==> src/rtl/fetch_line_buffer_pkg.sv <==
// rtl/fetch_line_buffer_pkg.sv - shared fetch types: line queue entry, request FSM states, line geometry
package FetchTypes;

    localparam int FETCH_LINE_SIZE   = 8;
    localparam int FETCH_PADDR_WIDTH = 32;
    localparam int WORDS_PER_LINE    = FETCH_LINE_SIZE / 4;
    localparam int FETCH_START_W     = (WORDS_PER_LINE > 1) ? $clog2(WORDS_PER_LINE) : 1;

    typedef struct packed {
        logic [FETCH_PADDR_WIDTH-1:0]   lineAddr;
        logic [FETCH_LINE_SIZE*8-1:0]   line;
        logic [FETCH_START_W-1:0]       startWord;
    } FetchLineEntry;

    typedef enum logic [1:0] {
        Issue  = 2'd0,
        Wait   = 2'd1,
        Refill = 2'd2
    } FetchState;

endpackage

==> src/rtl/fetch_line_queue.sv <==
// rtl/fetch_line_queue.sv - synchronous FIFO of fetched lines; flush wins over enqueue
module fetch_line_queue #(
    parameter int WIDTH = 8,
    parameter int DEPTH = 4
) (
    input  logic                       clk,
    input  logic                       rst,
    input  logic                       i_enq,
    input  logic [WIDTH-1:0]           i_enq_data,
    input  logic                       i_deq,
    input  logic                       i_flush,
    output logic [WIDTH-1:0]           o_head,
    output logic [WIDTH-1:0]           o_next,
    output logic [$clog2(DEPTH):0]     o_count,
    output logic                       o_empty,
    output logic                       o_full
);

    localparam int PTR_W = $clog2(DEPTH);

    logic [WIDTH-1:0] r_mem [DEPTH];
    logic [PTR_W-1:0] r_rd_ptr;
    logic [PTR_W-1:0] r_wr_ptr;
    logic [PTR_W:0]   r_count;
    logic             w_do_enq;
    logic             w_do_deq;

    assign o_empty  = (r_count == '0);
    assign o_full   = (r_count == (PTR_W+1)'(DEPTH));
    assign o_count  = r_count;
    assign o_head   = r_mem[r_rd_ptr];
    assign o_next   = r_mem[r_rd_ptr + 1'b1];
    assign w_do_enq = i_enq && !o_full && !i_flush;
    assign w_do_deq = i_deq && !o_empty && !i_flush;

    always_ff @(posedge clk) begin
        if (w_do_enq) begin
            r_mem[r_wr_ptr] <= i_enq_data;
        end
    end

    always_ff @(posedge clk) begin
        if (rst || i_flush) begin
            r_rd_ptr <= '0;
            r_wr_ptr <= '0;
            r_count  <= '0;
        end else begin
            if (w_do_enq) begin
                r_wr_ptr <= r_wr_ptr + 1'b1;
            end
            if (w_do_deq) begin
                r_rd_ptr <= r_rd_ptr + 1'b1;
            end
            case ({w_do_enq, w_do_deq})
                2'b10:   r_count <= r_count + 1'b1;
                2'b01:   r_count <= r_count - 1'b1;
                default: r_count <= r_count;
            endcase
        end
    end

endmodule

==> src/rtl/fetch_line_buffer.sv <==
// rtl/fetch_line_buffer.sv - fetch PC owner: line requests to the icache, line queue, one insn per cycle to decode
module fetch_line_buffer
    import FetchTypes::*;
#(
    parameter int                     LINE_SIZE   = FETCH_LINE_SIZE,
    parameter int                     PADDR_WIDTH = FETCH_PADDR_WIDTH,
    parameter int                     QUEUE_DEPTH = 4,
    parameter logic [PADDR_WIDTH-1:0] RESET_PC    = PADDR_WIDTH'(32'h8000_0000)
) (
    input  logic                     clk,
    input  logic                     rst,
    output logic                     cacheFetchEnable,
    output logic [PADDR_WIDTH-1:0]   cacheAddr,
    input  logic                     cacheStall,
    input  logic                     cacheValid,
    input  logic                     cacheMiss,
    input  logic [LINE_SIZE*8-1:0]   cacheReadValue,
    input  logic                     redirectValid,
    input  logic [PADDR_WIDTH-1:0]   redirectPc,
    output logic                     decodeValid,
    output logic [31:0]              decodeInsn,
    output logic [PADDR_WIDTH-1:0]   decodePc,
    input  logic                     decodeReady
);

    localparam int OFF_W = $clog2(LINE_SIZE);
    localparam int WORDS = LINE_SIZE / 4;
    localparam int CNT_W = $clog2(QUEUE_DEPTH) + 1;

    FetchState                r_state, w_next_state;
    logic [PADDR_WIDTH-1:0]   r_pc, w_next_pc;
    logic                     r_kill, w_next_kill;
    logic [FETCH_START_W-1:0] r_head_word, w_next_head_word;

    logic                     w_issue;
    logic                     w_enq;
    logic                     w_fire;
    logic                     w_pop;
    logic                     w_empty;
    logic                     w_full;
    logic [CNT_W-1:0]         w_count;
    logic [PADDR_WIDTH-1:0]   w_line_addr;
    logic [PADDR_WIDTH-1:0]   w_redirect_pc;
    logic [FETCH_START_W-1:0] w_start_word;
    FetchLineEntry            w_enq_entry;
    FetchLineEntry            w_head;
    FetchLineEntry            w_next_entry;

    assign w_line_addr   = {r_pc[PADDR_WIDTH-1:OFF_W], OFF_W'(0)};
    assign w_redirect_pc = redirectPc & ~PADDR_WIDTH'(3);
    assign w_start_word  = FETCH_START_W'(r_pc[OFF_W-1:0] >> 2);

    assign w_enq_entry.lineAddr  = w_line_addr;
    assign w_enq_entry.line      = cacheReadValue;
    assign w_enq_entry.startWord = w_start_word;

    fetch_line_queue #(
        .WIDTH ($bits(FetchLineEntry)),
        .DEPTH (QUEUE_DEPTH)
    ) u_queue (
        .clk        (clk),
        .rst        (rst),
        .i_enq      (w_enq),
        .i_enq_data (w_enq_entry),
        .i_deq      (w_pop),
        .i_flush    (redirectValid),
        .o_head     (w_head),
        .o_next     (w_next_entry),
        .o_count    (w_count),
        .o_empty    (w_empty),
        .o_full     (w_full)
    );

    // Refill issues as soon as the stall drops, so it shares the Issue gating.
    always_comb begin
        w_next_state = r_state;
        w_next_pc    = r_pc;
        w_next_kill  = r_kill;
        w_issue      = 1'b0;
        w_enq        = 1'b0;
        case (r_state)
            Issue, Refill: begin
                if (!rst && !cacheStall && !redirectValid && !w_full) begin
                    w_issue      = 1'b1;
                    w_next_state = Wait;
                end
            end
            Wait: begin
                w_next_state = Issue;
                w_next_kill  = 1'b0;
                if (redirectValid && !r_kill) begin
                    w_next_kill  = 1'b1;
                    w_next_state = Wait;
                end else if (!r_kill && cacheValid) begin
                    w_enq     = 1'b1;
                    w_next_pc = w_line_addr + PADDR_WIDTH'(LINE_SIZE);
                end else if (!r_kill && cacheMiss) begin
                    w_next_state = Refill;
                end
            end
            default: w_next_state = Issue;
        endcase
        if (redirectValid) begin
            w_next_pc = w_redirect_pc;
        end
    end

    assign cacheFetchEnable = w_issue;
    assign cacheAddr        = w_line_addr;

    assign decodeValid = !w_empty && !redirectValid && !rst;
    assign decodeInsn  = w_head.line[32*r_head_word +: 32];
    assign decodePc    = w_head.lineAddr | (PADDR_WIDTH'(r_head_word) << 2);
    assign w_fire      = decodeValid && decodeReady;
    assign w_pop       = w_fire && (r_head_word == FETCH_START_W'(WORDS - 1));

    // A pop with a simultaneous enqueue into a one-entry queue takes the new line's start.
    always_comb begin
        w_next_head_word = r_head_word;
        if (w_pop) begin
            if (w_count > CNT_W'(1)) begin
                w_next_head_word = w_next_entry.startWord;
            end else if (w_enq) begin
                w_next_head_word = w_start_word;
            end
        end else if (w_fire) begin
            w_next_head_word = r_head_word + 1'b1;
        end else if (w_empty && w_enq) begin
            w_next_head_word = w_start_word;
        end
    end

    always_ff @(posedge clk) begin
        if (rst) begin
            r_state     <= Issue;
            r_pc        <= RESET_PC;
            r_kill      <= 1'b0;
            r_head_word <= '0;
        end else begin
            r_state     <= w_next_state;
            r_pc        <= w_next_pc;
            r_kill      <= w_next_kill;
            r_head_word <= w_next_head_word;
        end
    end

endmodule

==> config.mk <==
export PLATFORM = sky130hd
export DESIGN_NAME = fetch_line_buffer
export DESIGN_NICKNAME = d
export VERILOG_FILES = /design/src/rtl/fetch_line_buffer_pkg.sv /design/src/rtl/fetch_line_queue.sv /design/src/rtl/fetch_line_buffer.sv
export SDC_FILE = /design/constraint.sdc
export NUM_CORES = 1
export LEC_CHECK = 0
export ABC_AREA = 1
export CORE_MARGIN = 1
export CORE_UTILIZATION = 44
export CTS_CLUSTER_SIZE = 28
export DETAILED_ROUTE_END_ITERATION = 8
export GPL_ROUTABILITY_DRIVEN = 0
export PLACE_DENSITY = 0.76
export SYNTH_ARGS = -nofsm -noshare
export SYNTH_HDL_FRONTEND = slang
export SYNTH_SLANG_ARGS = --single-unit
==> constraint.sdc <==
create_clock -name clk -period 7.05 [get_ports clk]
set_clock_uncertainty 0.05 [all_clocks]
set_input_delay 1.41 -clock clk [delete_from_list [all_inputs] [get_ports clk]]
set_output_delay 1.41 -clock clk [all_outputs]
set_load 0.02 [all_outputs]
=== After elaboration in Yosys (flattened, before gate mapping) ===
Memories as Yosys holds them, arrays and structs flattened. A register that Yosys moved wholly into a read port is not among the register bits.
Index checks and enable logic that the tools add are counted.

* Add/subtract/negate cells: 6
* Multiply operators: 0
* Divide/modulo/power cells: 0
* Order comparisons: 1
* Eq/ne operators: 8
* Shift operators: 1
* Mux-type cells: 25
* Bitwise logic cells: 2
* Reduce and logical (&&, ||, !) cells: 33

{| class="wikitable"
|+ Operators by type and width
! cell !! number
|-
| $mux 32 || 4
|-
| $shiftx 64x7->32 || 1
|-
| $add 32x4->32 const B || 1
|-
| $or 32x3->32 || 1
|-
| $logic_and 1x1->1 || 15
|-
| $mux 1 || 13
|-
| $mux 2 || 6
|-
| $logic_not 1->1 || 6
|-
| $pmux 3 s2 || 1
|-
| $reduce_and 3->1 || 2
|-
| $reduce_bool 2->1 || 3
|-
| $add 2x1->2 const B || 2
|-
| $eq 2x1->1 const B || 2
|-
| $eq 2x2->1 const B || 2
|-
| $ne 2x2->1 const B || 2
|-
| $pmux 2 s2 || 1
|-
| $reduce_or 2->1 || 2
|-
| $add 3x1->3 const B || 1
|-
| $eq 3x3->1 const B || 1
|-
| $gt 3x1->1 const B || 1
|-
| $logic_not 3->1 || 1
|-
| $ne 3x2->1 const B || 1
|-
| $reduce_bool 3->1 || 1
|-
| $sub 3x1->3 const B || 1
|-
| other kinds (5) || 5
|}

* Bits in registers: 43
* Latch bits: 0
* Memory bits (writable): 376
* Bits in read-only memories: 0
* Bits of input ports: 103
* Output and inout bits: 98
* Word-level logic and storage cells: 85
* Memories: 1

{| class="wikitable"
|+ Memory list
! memory !! words !! bits a word !! rd ports !! clocked after memory_dff !! write ports !! RTL line !! source
|-
| u_queue.r_mem || 4 || 94 || 2 || 1 || 1 || fetch_line_queue.sv:21 || <nowiki>logic [WIDTH-1:0] r_mem [DEPTH];</nowiki>
|}

=== Depth between registers and ports, before layout ===
* Word-level depth: 10
* Mapped depth: 13

=== Hierarchy ===
From an unflattened synthesis, not the netlist that was laid out.

* Cells, all modules: 2252
* Area, all modules: 20741.1 µm²

{| class="wikitable"
|+ Modules (own cells, without submodules)
! module !! times used !! cells an instance !! area an instance (µm²)
|-
| fetch_line_queue || 1 || 1748 || 17795.8
|-
| fetch_line_buffer || 1 || 504 || 2945.3
|}

=== Worst setup path after synthesis ===
No wires, ideal clock.

* Path type: input to register
* Start: input port redirectValid
* End: memory u_queue.r_mem[0][0] in the netlist's numbering, enable pin
* Arrival: 5.787 ns
* Data required time: 6.452 ns
* Setup slack: 0.666 ns
* Cell stages on the path: 4
* Buffers on the path: 1
* Path through: buf_6 > nor2_4 > nand2_2 > nor2_1

* Word-level cells in the longest chain between the ends: 7
* Elaborated cells on any way between the ends: 8

{| class="wikitable"
|+ RTL lines
! item !! RTL line !! source
|-
| start: declaration || fetch_line_buffer.sv:18 || <nowiki>input logic redirectValid,</nowiki>
|-
| $logic_and 1x1->1 || fetch_line_buffer.sv:91 || <nowiki>if (redirectValid && !r_kill) begin</nowiki>
|-
| $mux 1 || fetch_line_buffer.sv:91 ||
|-
| $mux 1 || fetch_line_buffer.sv:81 || <nowiki>case (r_state)</nowiki>
|-
| $logic_and 1x1->1 || fetch_line_queue.sv:33 || <nowiki>assign w_do_enq = i_enq && !o_full && !i_flush;</nowiki>
|-
| $logic_and 1x1->1 * || fetch_line_queue.sv:33 ||
|-
| $mux 1 * || fetch_line_queue.sv:37 || <nowiki>if (w_do_enq) begin</nowiki>
|-
| $mux 1 (implied by the code) * || fetch_line_queue.sv:38 || <nowiki>r_mem[r_wr_ptr] <= i_enq_data;</nowiki>
|-
| end: declaration || fetch_line_queue.sv:21 ||
|}

Mark *: on every way between the ends. The rest lies on a longest branch, timed or not.

==> results.json <==
{
  "core.rowCount": 72,
  "synthTopCellsByArea": "edfxtp_1, nor2_1, o21ai_0",
  "die_y_um": 200,
  "grt_pass1_vias": 11507,
  "max_cap_viol_count": 0,
  "drcViolationCount": 0,
  "hp-start": "r_kill$_SDFFE_PP0N_",
  "synth_commonest_cells": "edfxtp_1, nor2_1, o21ai_0, nand2_1, o22ai_1",
  "clk_pin_slew_worst_paths_ps": 50,
  "initial_core_util_pct": 44.7,
  "crit_fanout": 56,
  "critPathRequiredTime_ps": 5590,
  "via_per_inst": 5.39,
  "cts_sinks": 419,
  "synth_top_flop_cell": "edfxtp_1",
  "slew_headroom_pct": 31.9,
  "hpwl_um": 23300,
  "diodes": 0,
  "syn_to_final_growth_pct": 20.2,
  "r2r_end": "u_queue.r_mem[3][37]$_DFFE_PP_",
  "grt.overflow.total": 0,
  "postLayoutCellArea_sq_um": 20800,
  "grt.total_usage_pct": 19.7,
  "r2r-start": "r_state[0]$_SDFFE_PP0P_",
  "grt_antenna_before_repair": 0,
  "post_cts_buffers": 0,
  "synth_edf_count": 376,
  "fmax_mhz": 191,
  "period_needed_ps": 5250,
  "htreeDepth": 2,
  "io_buffers": 193,
  "ir_drop_v": 0.000155,
  "holdPathStages": 2,
  "status": "complete, no violations",
  "fp.dieArea_sq_um": 40100,
  "dp_cells": 2097,
  "vias": 11733,
  "arrival_ps": 3790,
  "worst_pin_slew_ps": 1020,
  "cts_inserted_buffers": 43,
  "hold_viol": 0,
  "clock_latency_ps": 560,
  "path_class": "reg -> out",
  "dr.pass1.iters": 5,
  "power_density_nw_per_um2": 243,
  "fin_setup_tns_ps": 0,
  "first_iter_violations": 880,
  "synth_most_common_cell": "edfxtp_1",
  "holdWs_ps": 455,
  "fin_util_pct": 53.7,
  "grt_max_degree": 89,
  "syn_inst": 1478,
  "p_leak_nw": 6.88,
  "finalSetupViolations": 0,
  "drtAntennaViolNets": 0,
  "routed_wl_um": 39900,
  "synth_area_sq_um": 17300,
  "ios": 201,
  "dpl-instance-area_sq_um": 19400,
  "min_to": "r_kill$_SDFFE_PP0N_",
  "cts_resized": 0,
  "synth.avg_cell_area_sq_um": 11.7,
  "critPathLaunchType": "flop",
  "synth.distinct_cells": 41,
  "crit_path_end_kind": "output pin",
  "fill_cells": 3145,
  "grt_pass1_wl_um": 61800,
  "ys_warn_count": 0,
  "drive_above_1_share_pct": 6.69,
  "rsz0062_at_grt": "false",
  "yosysTopAreaCellShare_pct": 65.4,
  "synthArstFlopShare_pct": 0,
  "cts_tree": "yes",
  "final_nets": 1736,
  "reg2reg_depth": 7,
  "core_sq_um": 38600,
  "die_w_um": 200,
  "fin_crit_sh_pct": 74.4,
  "yosysSeqAreaShare_pct": 70.3,
  "ys_ff_latch": 419,
  "drv_slew": 0,
  "min_path_type": "reg -> reg",
  "synth_area_leader_cell": "edfxtp_1",
  "post_drt_wl_per_cell_um": 18.3,
  "postCtsHoldBufs": 0,
  "cts_root_buffer": "clkbuf_16",
  "fin_cells": 2177,
  "clockBufferDepth": 3,
  "rrSetupSlack_ps": 4130
}
-- worst max-delay path: stages (launching register included) --
cell and delay (ps):
dfxtp_4 660, clkinv_2 940, buf_12 500, nor2_1 120
o21ai_0 90, a31oi_1 200, clkdlybuf4s50_1 670
-- registers in the layout, indices dropped and copies added, names as in the netlist, named ones only --
signal,count
u_queue.o_count,3
r_kill,1
r_head_word,1
r_state,2
u_queue.r_wr_ptr,2
r_pc,30
u_queue.r_rd_ptr,2
u_queue.r_mem,376
-- logic make-up (layout without fill, tap and decap cells) --
logic type	after synthesis	count (layout)	synth area share, %
simple gates	531	531	12.6
fa+ha+maj	9	9	0.652
xor+xnor	12	12	0.608
compound gates	349	349	11.1
buf+inv	157	334	4.61
other cells	1	5	0.0217
flops	419	419	70.3
-- worst max path at each step --
| stage | startpoint | to | slack, ps | cells past startpoint |
|---|---|---|---|---|
| floorplan | redirectValid | u_queue.r_mem[0][0]$_DFFE_PP_ | 670 | 4 |
| global placement | redirectValid | cacheFetchEnable | 2170 | 8 |
| detailed placement | redirectValid | cacheFetchEnable | 2170 | 8 |
| CTS | flop | decodeInsn[14] | 1760 | 6 |
| global route | flop | decodeInsn[22] | 1590 | 6 |
| finish | flop | decodeInsn[14] | 1800 | 6 |
-- layout make-up --
cell class / instances / area, sq um / share of cell area [%]
flip-flops and latches: 419 / 12200 / 58.6
multi-input cells: 906 / 4370 / 21.1
repair buffers: 212 / 2090 / 10.1
clock buffers: 57 / 1160 / 5.59
well taps: 518 / 648 / 3.12
clock inverters: 23 / 174 / 0.838
inverters: 42 / 164 / 0.789
-- power by group --
group | total, mW | switching [mW] | internal, mW
clock | 2.12 | 0.912 | 1.21
combinational | 0.183 | 0.0903 | 0.0923
sequential | 2.75 | 0.0326 | 2.72
-- per-stage QoR --
step	worst slack, ps	power [mW]
after floorplan	666	2.88
after global placement	2170	2.98
after detailed placement	2170	2.98
after CTS	1760	5.10
after global routing	1590	5.21
final	1800	5.05
-- routing by layer --
layer  share of wire (%)  global-route usage (%)
met3                 7.6                    4.30
met4                 1.9                    5.71
met1                  42                    25.9
met5                   0                       0
met2                  48                    32.7
-- placed cells by master (no fill, tap or decap), types with 7 or more instances in the layout --
| master | n |
|---|---|
| a21oi_1 | 29 |
| a22oi_1 | 11 |
| a31oi_1 | 39 |
| buf_4 | 18 |
| clkbuf_1 | 12 |
| clkbuf_16 | 44 |
| clkdlybuf4s50_1 | 193 |
| clkinv_1 | 11 |
| clkinv_2 | 7 |
| dfxtp_1 | 41 |
| edfxtp_1 | 376 |
| ha_1 | 9 |
| inv_1 | 37 |
| nand2_1 | 114 |
| nand3_1 | 30 |
| nor2_1 | 343 |
| nor2_2 | 8 |
| nor2_4 | 11 |
| o21ai_0 | 187 |
| o21ai_1 | 13 |
| o22ai_1 | 61 |
| xor2_1 | 8 |
Power figures use the tool's default switching activity.
